### src/rtl/scanchain_pkg.sv
// Shared types and defaults for the scan-chain write arbiter: FSM encoding,
// width defaults and the round-robin pointer increment helper.
package scanchain_pkg;

  localparam int ADDR_BITS_DEF    = 12;
  localparam int PAYLOAD_BITS_DEF = 169;
  localparam int NUM_REQ_MAX      = 4;
  localparam int IDX_W            = $clog2(NUM_REQ_MAX);

  typedef enum logic [1:0] {
    ST_IDLE      = 2'd0,
    ST_ISSUE     = 2'd1,
    ST_WAIT_BUSY = 2'd2,
    ST_WAIT_DONE = 2'd3
  } arb_state_t;

  // Next round-robin start position: one past the last grantee, wrapping at num_req.
  function automatic logic [IDX_W-1:0] rr_next(input logic [IDX_W-1:0] cur, input int num_req);
    logic [IDX_W-1:0] nxt;
    if (int'(cur) >= num_req - 1) begin
      nxt = {IDX_W{1'b0}};
    end else begin
      nxt = cur + {{(IDX_W-1){1'b0}}, 1'b1};
    end
    return nxt;
  endfunction

endpackage

### src/rtl/scanchain_arbiter_rr_picker.sv
// Combinational round-robin picker: first valid requester at or above the
// pointer, searching upward modulo NUM_REQ.
module rr_picker
  import scanchain_pkg::*;
#(
  parameter int NUM_REQ = 2
) (
  input  logic [NUM_REQ-1:0] i_req_valid,
  input  logic [IDX_W-1:0]   i_rr_ptr,
  output logic               o_any_valid,
  output logic [IDX_W-1:0]   o_winner
);

  // Walk the ring from farthest to nearest so the nearest valid requester wins.
  always_comb begin : p_pick
    int idx;
    idx         = 0;
    o_any_valid = |i_req_valid;
    o_winner    = {IDX_W{1'b0}};
    for (int k = NUM_REQ - 1; k >= 0; k--) begin
      idx = int'(i_rr_ptr) + k;
      idx = (idx >= NUM_REQ) ? (idx - NUM_REQ) : idx;
      for (int j = 0; j < NUM_REQ; j++) begin
        o_winner = ((j == idx) && i_req_valid[j]) ? IDX_W'(j) : o_winner;
      end
    end
  end

endmodule

### src/rtl/scanchain_arbiter.sv
// Round-robin arbiter sharing one scanchain_writer among NUM_REQ requesters.
// Optional watchdog enabled with `define SCAN_ARB_TIMEOUT_EN.
module scanchain_arbiter
  import scanchain_pkg::*;
#(
  parameter int NUM_REQ        = 2,
  parameter int ADDR_BITS      = ADDR_BITS_DEF,
  parameter int PAYLOAD_BITS   = PAYLOAD_BITS_DEF,
  parameter int TIMEOUT_CYCLES = 50_000_000
) (
  input  logic                            clk,
  input  logic                            reset_n,
  input  logic [NUM_REQ-1:0]              req_valid,
  output logic [NUM_REQ-1:0]              req_ready,
  input  logic [NUM_REQ*ADDR_BITS-1:0]    req_addr,
  input  logic [NUM_REQ*PAYLOAD_BITS-1:0] req_payload,
  input  logic [NUM_REQ-1:0]              req_reset,
  output logic                            wr_valid,
  input  logic                            wr_ready,
  output logic [ADDR_BITS-1:0]            wr_addr,
  output logic [PAYLOAD_BITS-1:0]         wr_payload,
  output logic                            wr_reset,
  output logic                            busy,
  output logic [1:0]                      owner,
  output logic                            done,
  output logic                            timeout_err
);

  arb_state_t               r_state;
  arb_state_t               w_state_next;
  logic [IDX_W-1:0]         r_rr_ptr;
  logic [IDX_W-1:0]         r_owner;
  logic                     r_wr_valid;
  logic [ADDR_BITS-1:0]     r_wr_addr;
  logic [PAYLOAD_BITS-1:0]  r_wr_payload;
  logic                     r_wr_reset;
  logic                     r_done;
  logic                     w_any;
  logic [IDX_W-1:0]         w_winner;
  logic                     w_xfer;
  logic                     w_timeout;
  logic [ADDR_BITS-1:0]     w_sel_addr;
  logic [PAYLOAD_BITS-1:0]  w_sel_payload;
  logic                     w_sel_reset;

  rr_picker #(.NUM_REQ(NUM_REQ)) u_picker (
    .i_req_valid (req_valid),
    .i_rr_ptr    (r_rr_ptr),
    .o_any_valid (w_any),
    .o_winner    (w_winner)
  );

`ifdef SCAN_ARB_TIMEOUT_EN
  logic [25:0] r_wd_cnt;
  logic        r_timeout_err;

  assign w_timeout   = (r_state != ST_IDLE) && (r_wd_cnt == 26'(TIMEOUT_CYCLES - 1));
  assign timeout_err = r_timeout_err;

  // Watchdog: restarts on each accept, counts every cycle a transaction is owned.
  always_ff @(posedge clk or negedge reset_n) begin
    if (!reset_n) begin
      r_wd_cnt      <= 26'd0;
      r_timeout_err <= 1'b0;
    end else begin
      r_timeout_err <= r_timeout_err | w_timeout;
      if (w_xfer) begin
        r_wd_cnt <= 26'd0;
      end else if (r_state != ST_IDLE) begin
        r_wd_cnt <= r_wd_cnt + 26'd1;
      end else begin
        r_wd_cnt <= r_wd_cnt;
      end
    end
  end
`else
  assign w_timeout   = 1'b0;
  assign timeout_err = 1'b0;
`endif

  // Grant only in IDLE with the writer ready; accept is the winner's valid/ready pair.
  always_comb begin
    w_xfer        = (r_state == ST_IDLE) && wr_ready && w_any;
    req_ready     = {NUM_REQ{1'b0}};
    w_sel_addr    = {ADDR_BITS{1'b0}};
    w_sel_payload = {PAYLOAD_BITS{1'b0}};
    w_sel_reset   = 1'b0;
    for (int i = 0; i < NUM_REQ; i++) begin
      req_ready[i]  = w_xfer && (w_winner == IDX_W'(i));
      w_sel_addr    = (w_winner == IDX_W'(i)) ? req_addr[i*ADDR_BITS +: ADDR_BITS] : w_sel_addr;
      w_sel_payload = (w_winner == IDX_W'(i)) ? req_payload[i*PAYLOAD_BITS +: PAYLOAD_BITS]
                                              : w_sel_payload;
      w_sel_reset   = (w_winner == IDX_W'(i)) ? req_reset[i] : w_sel_reset;
    end
  end

  // Next-state logic; a watchdog expiry from any owned state abandons the transaction.
  always_comb begin
    w_state_next = r_state;
    case (r_state)
      ST_IDLE: begin
        w_state_next = w_xfer ? ST_ISSUE : ST_IDLE;
      end
      ST_ISSUE: begin
        if (w_timeout) begin
          w_state_next = ST_IDLE;
        end else begin
          w_state_next = (r_wr_valid && wr_ready) ? ST_WAIT_BUSY : ST_ISSUE;
        end
      end
      ST_WAIT_BUSY: begin
        if (w_timeout) begin
          w_state_next = ST_IDLE;
        end else begin
          w_state_next = wr_ready ? ST_WAIT_BUSY : ST_WAIT_DONE;
        end
      end
      ST_WAIT_DONE: begin
        if (w_timeout) begin
          w_state_next = ST_IDLE;
        end else begin
          w_state_next = wr_ready ? ST_IDLE : ST_WAIT_DONE;
        end
      end
      default: begin
        w_state_next = ST_IDLE;
      end
    endcase
  end

  // State register.
  always_ff @(posedge clk or negedge reset_n) begin
    if (!reset_n) begin
      r_state <= ST_IDLE;
    end else begin
      r_state <= w_state_next;
    end
  end

  // Writer-side datapath, ownership and round-robin pointer.
  always_ff @(posedge clk or negedge reset_n) begin
    if (!reset_n) begin
      r_wr_valid   <= 1'b0;
      r_wr_addr    <= {ADDR_BITS{1'b0}};
      r_wr_payload <= {PAYLOAD_BITS{1'b0}};
      r_wr_reset   <= 1'b0;
      r_owner      <= {IDX_W{1'b0}};
      r_done       <= 1'b0;
      r_rr_ptr     <= {IDX_W{1'b0}};
    end else begin
      r_done <= 1'b0;
      if (w_timeout) begin
        r_wr_valid <= 1'b0;
        r_rr_ptr   <= rr_next(r_owner, NUM_REQ);
      end else begin
        case (r_state)
          ST_IDLE: begin
            if (w_xfer) begin
              r_wr_valid   <= 1'b1;
              r_wr_addr    <= w_sel_addr;
              r_wr_payload <= w_sel_payload;
              r_wr_reset   <= w_sel_reset;
              r_owner      <= w_winner;
            end else begin
              r_wr_valid <= 1'b0;
            end
          end
          ST_ISSUE: begin
            r_wr_valid <= !(r_wr_valid && wr_ready);
          end
          ST_WAIT_BUSY: begin
            r_wr_valid <= 1'b0;
          end
          ST_WAIT_DONE: begin
            if (wr_ready) begin
              r_done   <= 1'b1;
              r_rr_ptr <= rr_next(r_owner, NUM_REQ);
            end else begin
              r_done <= 1'b0;
            end
          end
          default: begin
            r_wr_valid <= 1'b0;
          end
        endcase
      end
    end
  end

  assign wr_valid   = r_wr_valid;
  assign wr_addr    = r_wr_addr;
  assign wr_payload = r_wr_payload;
  assign wr_reset   = r_wr_reset;
  assign done       = r_done;
  assign owner      = 2'(r_owner);
  assign busy       = (r_state != ST_IDLE);

endmodule

### config.mk
export PLATFORM = sky130hd
export DESIGN_NAME = scanchain_arbiter
export DESIGN_NICKNAME = d
export VERILOG_FILES = /design/src/rtl/scanchain_pkg.sv /design/src/rtl/scanchain_arbiter_rr_picker.sv /design/src/rtl/scanchain_arbiter.sv
export SDC_FILE = /design/constraint.sdc
export NUM_CORES = 1
export LEC_CHECK = 0
export CAP_MARGIN = 10
export CORE_AREA = 4 4 217 219
export DETAILED_ROUTE_END_ITERATION = 7
export DIE_AREA = 0 0 221 223
export PLACE_DENSITY = 0.65
export SETUP_SLACK_MARGIN = 0.1
export SLEW_MARGIN = 20
export SYNTH_ARGS = -nofsm -noshare
export SYNTH_HDL_FRONTEND = slang
export SYNTH_HIERARCHICAL = 1
export SYNTH_SLANG_ARGS = --single-unit
export TNS_END_PERCENT = 50
### constraint.sdc
create_clock -name clk -period 1.5 [get_ports clk]
set_input_delay 0.15 -clock clk [delete_from_list [all_inputs] [get_ports clk]]
set_output_delay 0.15 -clock clk [all_outputs]
set_load 0.005 [all_outputs]
Word level (Yosys, flattened, before mapping)
Index checks and enable logic that the tools add are counted.
{ "totals": {"input_bits": 369, "regBits": 190, "word_cells": 59} }
{ "classes": {"n_mux": 21, "n_lt_le_gt_ge": 3, "add_sub_neg": 4, "n_reduce_logical": 17, "eq_ne": 6} }
{ "op_table": {"columns": ["op", "n"], "rows": [
  ["2-to-1 mux 169 bit", 2],
  ["== test 2 x 32 -> 1 bit, first input constant", 2],
  ["2-to-1 mux 32 bit", 2],
  [">= comparator 32 x 3 -> 1 bit, second input constant", 1],
  ["logical NOT 32 bit", 1],
  ["subtractor 32 x 3 -> 32 bit, second input constant", 1],
  ["2-to-1 mux 12 bit", 2],
  ["2-to-1 mux 2 bit", 5],
  ["logical AND 1 bit", 8],
  ["2-to-1 mux 1 bit", 8],
  ["one-hot mux 2 bit (4 select lines)", 1],
  ["== test 2 x 1 -> 1 bit, second input constant", 2],
  ["== test 2 bit, second input constant", 2],
  ["logical NOT 2 bit", 2],
  ["AND reduction 2 bit", 2],
  ["adder 2 x 1 -> 3 bit, second input constant", 1],
  ["one-hot mux 1 bit (3 select lines)", 1],
  ["nonzero test 3 bit", 1],
  ["subtractor 2 x 2 -> 3 bit, second input constant", 1],
  ["adder 2 x 1 -> 2 bit, second input constant", 1],
  [">= comparator 2 x 1 -> 1 bit, second input constant", 1],
  [">= comparator 2 bit, second input constant", 1],
  ["nonzero test 2 bit", 1],
  ["OR reduction 2 bit", 1],
  ["logical NOT 1 bit", 1]
]} }

Depth between registers and ports, before layout
Gate-level depths: netlist (run 1).
{ "logic_depth": {"ltp_word": 11, "mapped_depth": 8, "mapped_depth_nobuf": 5} }

By module
The synthesis (run 1) kept the hierarchy.
{ "by_module_without_submodules": {"columns": ["module", "n_inst", "area_per_inst_um2", "cells_per_inst", "seq_area_each_um2"], "rows": [
  ["scanchain_arbiter", 1, 9958.3, 854, 4754.6],
  ["rr_picker", 1, 28.8, 5, 0.0]
]} }

Worst setup path before layout (run 1)
Ideal clock, no wire load.
{ "synth_timing": {"path_type": "register to output", "from": "reg r_state[0]", "to": "out req_ready[0]", "t_required_ns": 1.350, "arrival_time_ns": 1.368, "slack_ns": -0.018, "stages_incl_launch_ff": 8, "path_cell_list": "dfrtp_1 -> inv_1 -> ha_1 -> nand3_1 -> buf_4 -> buf_2 -> buf_2 -> nor3_1"} }
{ "synth_via": {"elab_chain_len": 4} }
{ "synth_rtl": {"columns": ["element", "line", "text"], "rows": [
  ["start: declaration", "scanchain_arbiter.sv:29", "arb_state_t r_state;"],
  ["start signal: assignment", "scanchain_arbiter.sv:136", "r_state <= w_state_next;"],
  ["logical NOT 2 bit", "scanchain_arbiter.sv:83", "w_xfer = (r_state == ST_IDLE) && wr_ready && w_any;"],
  ["logical AND 1 bit (2 in a row)", "scanchain_arbiter.sv:83", null],
  ["logical AND 1 bit", "scanchain_arbiter.sv:89", "req_ready[i] = w_xfer && (w_winner == IDX_W'(i));"],
  ["end: declaration", "scanchain_arbiter.sv:14", "output logic [NUM_REQ-1:0] req_ready,"]
]} }
Every way passes these cells.

Final worst setup path (run 1)
{ "layout_timing": {"from": "reg r_rr_ptr[0]", "to": "reg r_wr_payload[61], in the netlist wr_payload[61]"} }
{ "layout_via": {"elab_chain_len": 11, "word_cells_on_any_way": 20, "classes_between": "3 x add/sub; 2 x order compare; 3 x eq/ne; 7 x mux; 5 x reduce/logical"} }
{ "layout_rtl": {"columns": ["element", "line", "text"], "rows": [
  ["start: declaration", "scanchain_arbiter.sv:31", "logic [IDX_W-1:0] r_rr_ptr;"],
  ["start signal: assignment", "scanchain_arbiter.sv:149", "r_rr_ptr <= {IDX_W{1'b0}};"],
  ["start signal: assignment", "scanchain_arbiter.sv:154", "r_rr_ptr <= rr_next(r_owner, NUM_REQ);"],
  ["start signal: assignment", "scanchain_arbiter.sv:177", "r_rr_ptr <= rr_next(r_owner, NUM_REQ);"],
  ["adder 2 x 1 -> 3 bit", "scanchain_arbiter_rr_picker.sv:21", "idx = int'(i_rr_ptr) + k;"],
  ["subtractor 32 x 3 -> 32 bit / >= comparator 32 x 3 -> 1 bit (equally long branches)", "scanchain_arbiter_rr_picker.sv:22", "idx = (idx >= NUM_REQ) ? (idx - NUM_REQ) : idx;"],
  ["2-to-1 mux 32 bit", "scanchain_arbiter_rr_picker.sv:22", null],
  ["== test 2 x 32 -> 1 bit", "scanchain_arbiter_rr_picker.sv:24", "o_winner = ((j == idx) && i_req_valid[j]) ? IDX_W'(j) : o_winner;"],
  ["logical AND 1 bit", "scanchain_arbiter_rr_picker.sv:24", null],
  ["2-to-1 mux 1 bit", "scanchain_arbiter_rr_picker.sv:24", null],
  ["2-to-1 mux 2 bit", "scanchain_arbiter_rr_picker.sv:24", null],
  ["2-to-1 mux 2 bit *", "scanchain_arbiter_rr_picker.sv:24", null],
  ["named net w_winner[0]", "scanchain_arbiter.sv:39", "logic [IDX_W-1:0] w_winner;"],
  ["logical NOT 2 bit", "scanchain_arbiter.sv:91", "w_sel_payload = (w_winner == IDX_W'(i)) ? req_payload[i*PAYLOAD_BITS +: PAYLOAD_BITS]"],
  ["2-to-1 mux 169 bit", "scanchain_arbiter.sv:91", null],
  ["2-to-1 mux 169 bit *", "scanchain_arbiter.sv:91", null],
  ["end signal: assignment", "scanchain_arbiter.sv:145", "r_wr_payload <= {PAYLOAD_BITS{1'b0}};"],
  ["end signal: assignment", "scanchain_arbiter.sv:161", "r_wr_payload <= w_sel_payload;"],
  ["end: declaration", "scanchain_arbiter.sv:35", "logic [PAYLOAD_BITS-1:0] r_wr_payload;"]
]} }
Mark *: on every way through the listed nets, which the timed path passes. The rest lies on a longest branch.
A chain may end at the register's enable or synchronous reset.

==> qor.json, run 1 <==
{
  "status": {"value": "complete, but fails checks"},
  "violated_checks": {"value": "setup timing"},
  "max-cap-violations": {"value": 0},
  "rsz_0062_raised_after_global_routing": {"value": "yes"},
  "maximum_number_of_pins_on_one_net_before_global_route_repair": {"value": 186},
  "drt_iter0_drc": {"value": 408},
  "cts.sink_count": {"value": 189},
  "worstPathRequired": {"value": 1.87, "unit": "ns"},
  "htreeDepth": {"value": 4},
  "timing_hold_violations_final": {"value": 0},
  "total_routing_usage_reported_by_global_routing": {"value": 15.3, "unit": "%"},
  "cp-end-kind": {"value": "flip-flop"},
  "die_height": {"value": 223, "unit": "um"},
  "totalWireLength": {"value": 43.8, "unit": "mm"},
  "post_drt_via_cell_ratio": {"value": 4.53},
  "r2r_slack": {"value": -0.34, "unit": "ns"},
  "clk_root_buffer_cell": {"value": "sky130_fd_sc_hd__clkbuf_16"},
  "first_global_vias": {"value": 9717},
  "power_density": {"value": 1380, "unit": "nW/um2"},
  "drive_above_1_share": {"value": 33.4, "unit": "%"},
  "critical_path.reg2reg.endpoint": {"value": "wr_payload[61]"},
  "setup_total_negative_slack": {"value": -46.69, "unit": "ns"},
  "fin_total_pwr": {"value": 28.4, "unit": "mW"},
  "placed_cells": {"value": 1999},
  "setup.worst_path.start_class": {"value": "flip-flop"},
  "r2r-start": {"value": "r_rr_ptr[0]"},
  "holdCritPathClass": {"value": "input pin to async pin"},
  "area_growth_syn_to_layout": {"value": 106, "unit": "%"},
  "core_area": {"value": 45100, "unit": "um2"},
  "arrival": {"value": 2.22, "unit": "ns"},
  "layoutNonFillerInstCount": {"value": 2108},
  "routedWlPerCell": {"value": 20.8, "unit": "um"},
  "power_switching_share": {"value": 34.0, "unit": "%"},
  "ios": {"value": 559},
  "vdd_drop_max": {"value": 623, "unit": "uV"},
  "power.share.combinational": {"value": 55.6, "unit": "%"},
  "synthesis.area_per_instance": {"value": 11.6, "unit": "um2"},
  "antenna_left": {"value": 0},
  "timing.final.crit_share": {"value": 123, "unit": "%"},
  "maxClockFrequency": {"value": 0.543, "unit": "GHz"},
  "detail_route.drc_violations": {"value": 0},
  "cts.reportedPaths.clkPinSlew": {"value": 0.08, "unit": "ns"},
  "synth-warning-count": {"value": 6},
  "p_int": {"value": 18.8, "unit": "mW"},
  "syn_inst": {"value": 855},
  "detail_route.first_pass.iterations": {"value": 4},
  "skew": {"value": 0.0126, "unit": "ns"},
  "min_period": {"value": 1.84, "unit": "ns"},
  "timing.hold.ws": {"value": 0.220, "unit": "ns"},
  "worst_skew_pair.late_latency": {"value": 0.46, "unit": "ns"},
  "overflow": {"value": 0},
  "mappedNetlistArea": {"value": 9950, "unit": "um2"},
  "cellLeakagePower": {"value": 8.02, "unit": "nW"},
  "instance_area_at_placement": {"value": 16500, "unit": "um2"},
  "seq_power_share": {"value": 28.7, "unit": "%"},
  "design.die.area": {"value": 49300, "unit": "um2"},
  "timing.reg2reg.worst_path_depth": {"value": 9},
  "place_hpwl": {"value": 28.4, "unit": "mm"},
  "initial_utilization": {"value": 22.1, "unit": "%"},
  "numPortBuffers": {"value": 557},
  "finalNetCount": {"value": 1869},
  "postLayoutSetupSlackWorst": {"value": -0.342, "unit": "ns"},
  "numCtsBuffers": {"value": 17},
  "setup_viols_final": {"value": 241},
  "cts_tree": {"value": "built"},
  "die_w": {"value": 221, "unit": "um"},
  "grt_first_pass_wirelength": {"value": 58.6, "unit": "mm"},
  "globalplace.congestion": {"value": 0.882},
  "power_frac_clock": {"value": 15.7, "unit": "%"},
  "detailroute.via_count": {"value": 9554},
  "synthesis.nets": {"value": 1229},
  "final-max-slew-violation-count": {"value": 0},
  "grt_antenna_before_repair": {"value": 1},
  "critical_path.max_fanout": {"value": 7},
  "post_route_standard_cell_area_excluding_fillers": {"value": 20500, "unit": "um2"},
  "antenna_cells": {"value": 0},
  "p_switching": {"value": 9.65, "unit": "mW"},
  "worstSetupPathType": {"value": "flip-flop to flip-flop"},
  "clk_path_buf_depth": {"value": 2},
  "placementRows": {"value": 78}
}
-- how the worst max path moves through the flow --
stage / startpoint / endpoint / slack, ns / cells after the start
2_1_floorplan: r_state[1] / wr_addr[10] / 0.08 / 8
3_3_place_gp: req_valid[0] / req_ready[1] / -0.47 / 5
3_5_place_dp: req_valid[0] / wr_payload[78] / -0.50 / 7
4_1_cts: r_rr_ptr[0] / req_ready[1] / -0.35 / 5
5_1_grt: r_rr_ptr[0] / wr_payload[61] / -0.40 / 9
6_report: r_rr_ptr[0] / wr_payload[61] / -0.34 / 9
-- through the flow --
stage,utilization [%],setup slack (ns)
2_1_floorplan,-,0.0817
3_3_place_gp,36.6,-0.470
3_5_place_dp,36.6,-0.495
4_1_cts,41.1,-0.355
5_1_grt,45.6,-0.399
6_report,45.6,-0.342
-- area by class of cell --
cell class | count | area, um2
Clock inverter | 11 | 93.8
Fill cell | 4098 | 24500
Timing Repair Buffer | 706 | 8070
Tap cell | 600 | 751
Sequential cell | 189 | 4730
Inverter | 9 | 36.3
Clock buffer | 21 | 460
Multi-Input combinational cell | 572 | 6400
-- power groups by stage --
| stage | sequential [mW] | clock (mW) | combinational, mW |
|---|---|---|---|
| floorplan | 8.24 | 0 | 4.57 |
| global placement | 8.09 | 0 | 11.3 |
| detailed placement | 8.18 | 0 | 11.4 |
| CTS | 8.11 | 4.56 | 13.2 |
| global route | 8.42 | 4.78 | 16.7 |
| finish | 8.16 | 4.45 | 15.8 |
-- cell usage in the layout (no fill, tap or decap), drive strengths merged, types with 3 or more instances in the layout --
cell type / count
clkdlybuf4s50: 552
dfrtp: 189
nand2: 184
o31ai: 182
mux2i: 182
buf: 127
clkbuf: 46
inv: 9
clkinv: 6
ha: 5
clkinvlp: 4
mux2: 3
-- what timing repair did --
action	4_1_cts	5_1_grt
setup buffers	20	17
resized for setup	202	244
cloned	13	34
hold buffers	1	0
endpoints found under the setup margin	375	375
hold endpoints to repair	94	0
pin swaps	2	14
-- state kept, by name (all words and copies together), names as in the netlist --
| signal | flops |
|---|---|
| r_rr_ptr | 1 |
| wr_reset | 1 |
| wr_payload | 169 |
| done | 1 |
| r_state | 2 |
| wr_valid | 1 |
| owner | 2 |
| wr_addr | 12 |
-- per-layer routing --
metal	global-route usage (%)	wire length [um]	vias to the layer above	part of all wire (%)
met1	18.9	18500	4734	42
met3	5.25	2760	47	6.3
met2	25.5	21600	372	49
met4	4.65	934	2	2.1
met5	0	20	-	0.046
li1	-	-	4399	-
-- worst max-delay path: stages, from the launching register on --
cell,delay (ns)
sky130_fd_sc_hd__dfrtp_1,0.41
sky130_fd_sc_hd__inv_2,0.14
sky130_fd_sc_hd__a21boi_4,0.08
sky130_fd_sc_hd__buf_12,0.15
sky130_fd_sc_hd__buf_12,0.14
sky130_fd_sc_hd__buf_16,0.15
sky130_fd_sc_hd__buf_6,0.12
sky130_fd_sc_hd__buf_12,0.14
sky130_fd_sc_hd__mux2i_4,0.18
sky130_fd_sc_hd__o31ai_2,0.23
(Power assumes the default switching activity.)
==> run 2, diff against run 1 <==
- CTS_CLUSTER_DIAMETER: not set -> 100
- PLACE_DENSITY: 0.65 -> 0.63
- SKIP_CTS_REPAIR_TIMING: not set -> 1
- clock period: 1.5 -> 1.9 ns (I/O delays scaled with it)
==> run 2 against run 1 <==
Cell count down 3.5%. Critical path depth is 2 lower. Combinational power fell by 42%. Wire length fell by 15%. Clock skew decreased by 0.0025 ns. Via count decreased by 8.9%. Non-clock buffer count down 74. Count of clock-buffer cells in the layout down 2. Worst hold slack improved by 0.096 ns. Critical path type unchanged. The flow now finishes without violations. Utilization down 6.5 points. First-iteration DRC count down 14%. Sequential power shrank 22%. Largest cell class unchanged.
==> qor.json, run 2 (same netlist as run 1, synthesis figures left out) <==
{
  "status": {"value": "finished, final reports clean", "change": "was complete, but fails checks"},
  "worstSetupPathType": {"value": "flip-flop to flip-flop", "change": "unchanged"},
  "total_routing_usage_reported_by_global_routing": {"value": 13.9, "unit": "%", "change": "was 15.3%"},
  "largest_reg_flops": {"value": 169, "change": "unchanged"},
  "setup.worst_path.start_class": {"value": "flip-flop", "change": "unchanged"},
  "finalNetCount": {"value": 1795, "change": "was 1869"},
  "skew": {"value": 0.0102, "unit": "ns", "change": "was 0.0126 ns"},
  "design.die.area": {"value": 49300, "unit": "um2", "change": "unchanged"},
  "totalWireLength": {"value": 37.0, "unit": "mm", "change": "was 43.8 mm"},
  "arrival": {"value": 2.16, "unit": "ns", "change": "was 2.22 ns"},
  "critPathSlowestCell": {"value": "sky130_fd_sc_hd__dfrtp_1", "change": "unchanged"},
  "final_common_cell": {"value": "sky130_fd_sc_hd__clkdlybuf4s50_1", "change": "unchanged"},
  "layout.cells.most_common_list": {"value": "sky130_fd_sc_hd__clkdlybuf4s50_1, sky130_fd_sc_hd__dfrtp_1, sky130_fd_sc_hd__nand2_1, sky130_fd_sc_hd__mux2i_1, sky130_fd_sc_hd__o31ai_2", "change": "was sky130_fd_sc_hd__clkdlybuf4s50_1, sky130_fd_sc_hd__dfrtp_1, sky130_fd_sc_hd__nand2_1, sky130_fd_sc_hd__o31ai_2, sky130_fd_sc_hd__mux2i_4"},
  "instance_area_at_placement": {"value": 16400, "unit": "um2", "change": "was 16500 um2"},
  "timing_hold_violations_final": {"value": 0, "change": "unchanged"},
  "holdCritPathClass": {"value": "input pin to async pin", "change": "unchanged"},
  "drive_above_1_share": {"value": 19.9, "unit": "%", "change": "was 33.4%"},
  "clk_root_buffer_cell": {"value": "sky130_fd_sc_hd__clkbuf_16", "change": "unchanged"},
  "core_area": {"value": 45100, "unit": "um2", "change": "unchanged"},
  "cellLeakagePower": {"value": 7.11, "unit": "nW", "change": "was 8.02 nW"},
  "detailroute.via_count": {"value": 8703, "change": "was 9554"},
  "htreeDepth": {"value": 4, "change": "unchanged"},
  "numCtsBuffers": {"value": 17, "change": "unchanged"},
  "min_period": {"value": 1.83, "unit": "ns", "change": "was 1.84 ns"},
  "post_drt_via_cell_ratio": {"value": 4.28, "change": "was 4.53"},
  "cts.reportedPaths.clkPinSlew": {"value": 0.07, "unit": "ns", "change": "was 0.08 ns"},
  "max_slew_margin": {"value": 60.4, "unit": "%"},
  "timing.reg2reg.worst_path_depth": {"value": 7, "change": "was 9"},
  "final-max-slew-violation-count": {"value": 0, "change": "unchanged"},
  "cts.sink_count": {"value": 189, "change": "unchanged"},
  "cts_tree": {"value": "built", "change": "unchanged"},
  "clk_path_buf_depth": {"value": 2, "change": "unchanged"},
  "detail_route.drc_violations": {"value": 0, "change": "unchanged"},
  "grt_antenna_before_repair": {"value": 0, "change": "was 1"},
  "first_global_vias": {"value": 9088, "change": "was 9717"},
  "routedWlPerCell": {"value": 18.2, "unit": "um", "change": "was 20.8 um"},
  "grt_first_pass_wirelength": {"value": 53.7, "unit": "mm", "change": "was 58.6 mm"},
  "numPortBuffers": {"value": 557, "change": "unchanged"},
  "maxClockFrequency": {"value": 0.547, "unit": "GHz", "change": "was 0.543 GHz"},
  "worstPathRequired": {"value": 2.24, "unit": "ns", "change": "was 1.87 ns"},
  "antenna_left": {"value": 0, "change": "unchanged"},
  "cp-end-kind": {"value": "flip-flop", "change": "unchanged"},
  "power_density": {"value": 1110, "unit": "nW/um2", "change": "was 1380 nW/um2"},
  "critical_path.max_fanout": {"value": 20, "change": "was 7"},
  "place_hpwl": {"value": 27.8, "unit": "mm", "change": "was 28.4 mm"},
  "layout.core_utilization": {"value": 39.1, "unit": "%", "change": "was 45.6%"},
  "initial_utilization": {"value": 22.1, "unit": "%", "change": "unchanged"},
  "rsz_0062_raised_after_global_routing": {"value": "yes", "change": "unchanged"},
  "ios": {"value": 559, "change": "unchanged"},
  "layout.filler_cells": {"value": 4386, "change": "was 4098"},
  "worst_skew_pair.late_latency": {"value": 0.45, "unit": "ns", "change": "was 0.46 ns"},
  "post_route_standard_cell_area_excluding_fillers": {"value": 17600, "unit": "um2", "change": "was 20500 um2"},
  "crit_path_max_incr_delay": {"value": 0.36, "unit": "ns", "change": "was 0.41 ns"},
  "die_w": {"value": 221, "unit": "um", "change": "unchanged"},
  "overflow": {"value": 0, "change": "unchanged"},
  "area_growth_syn_to_layout": {"value": 77.0, "unit": "%", "change": "was 106%"},
  "max-cap-violations": {"value": 0, "change": "unchanged"},
  "globalplace.congestion": {"value": 0.903, "change": "was 0.882"},
  "timing.final.crit_share": {"value": 96.2, "unit": "%", "change": "was 123%"},
  "antenna_cells": {"value": 0, "change": "unchanged"},
  "placementRows": {"value": 78, "change": "unchanged"},
  "tightestPinTransition": {"value": 0.594, "unit": "ns"},
  "setup_viols_final": {"value": 0, "change": "was 241"},
  "die_height": {"value": 223, "unit": "um", "change": "unchanged"},
  "path_cells": {"value": "inv_2 > a21boi_4 > buf_6 > buf_12 > buf_16 > mux2i_4 > o31ai_2", "change": "was inv_2 > a21boi_4 > buf_12 > buf_12 > buf_16 > buf_6 > buf_12 > mux2i_4 > o31ai_2"},
  "detail_route.first_pass.iterations": {"value": 4, "change": "unchanged"},
  "vdd_drop_max": {"value": 496, "unit": "uV", "change": "was 623 uV"},
  "maximum_number_of_pins_on_one_net_before_global_route_repair": {"value": 186, "change": "unchanged"},
  "drt_iter0_drc": {"value": 351, "change": "was 408"}
}
run 2: area by class of cell:
type	instances	area (um2)	share of cell area [%]
Sequential cell	189	4730	26.9
Timing Repair Buffer	632	6430	36.5
Inverter	9	33.8	0.192
Multi-Input combinational cell	572	5030	28.6
Tap cell	600	751	4.26
Clock buffer	19	453	2.57
Clock inverter	13	184	1.04
run 2: final timing paths:
check / start / to / slack (ns)
worst max-delay path: r_rr_ptr[0] / wr_payload[58] / 0.07
worst min-delay path: reset_n / wr_payload[103] / 0.32
worst max register to register: r_rr_ptr[0] / wr_payload[58] / 0.07
worst min register to register: wr_payload[10] / wr_payload[10] / 0.47
max in group asynchronous: reset_n / wr_payload[81] / 0.97
min in group clk: req_payload[141] / wr_payload[141] / 0.37
run 2: layer usage:
layer | up-vias | GRT usage (%) | share of wire (%)
li1 | 4208 | - | -
met1 | 4135 | 15.9 | 41
met2 | 322 | 24.0 | 50
met3 | 38 | 5.55 | 6.5
met4 | 0 | 4.11 | 2.1
met5 | - | 0 | 0
run 2: worst max-delay path: cells and delay by family (launching register included):
family,cells,cell delay (ns)
AOI/OAI and AO/OA,2,0.40
muxes,1,0.27
buffers and inverters,4,0.64
DFF,1,0.36
run 2: per-stage QoR:
stage               hold WS [ns]  instances  TNS [ns]  worst slack (ns)  power (mW)
finish                     0.316       2034         0            0.0730        19.6
global route               0.337       2034   -0.0458           -0.0284        20.8
CTS                       -0.274       2021     -1.42            -0.661        19.2
detailed placement         0.246       1989    -16.52            -0.320        15.2
global placement           0.239       1989    -16.28            -0.360        15.0
floorplan                 -0.106        855         0             0.342        10.0
run 2: where the power goes:
group / leakage [nW] / switching (mW) / internal [mW]
clock network: 0.318 / 1.66 / 2.28
logic: 4.32 / 3.84 / 5.39
registers: 2.47 / 0.854 / 5.54
total: 7.11 / 6.35 / 13.2
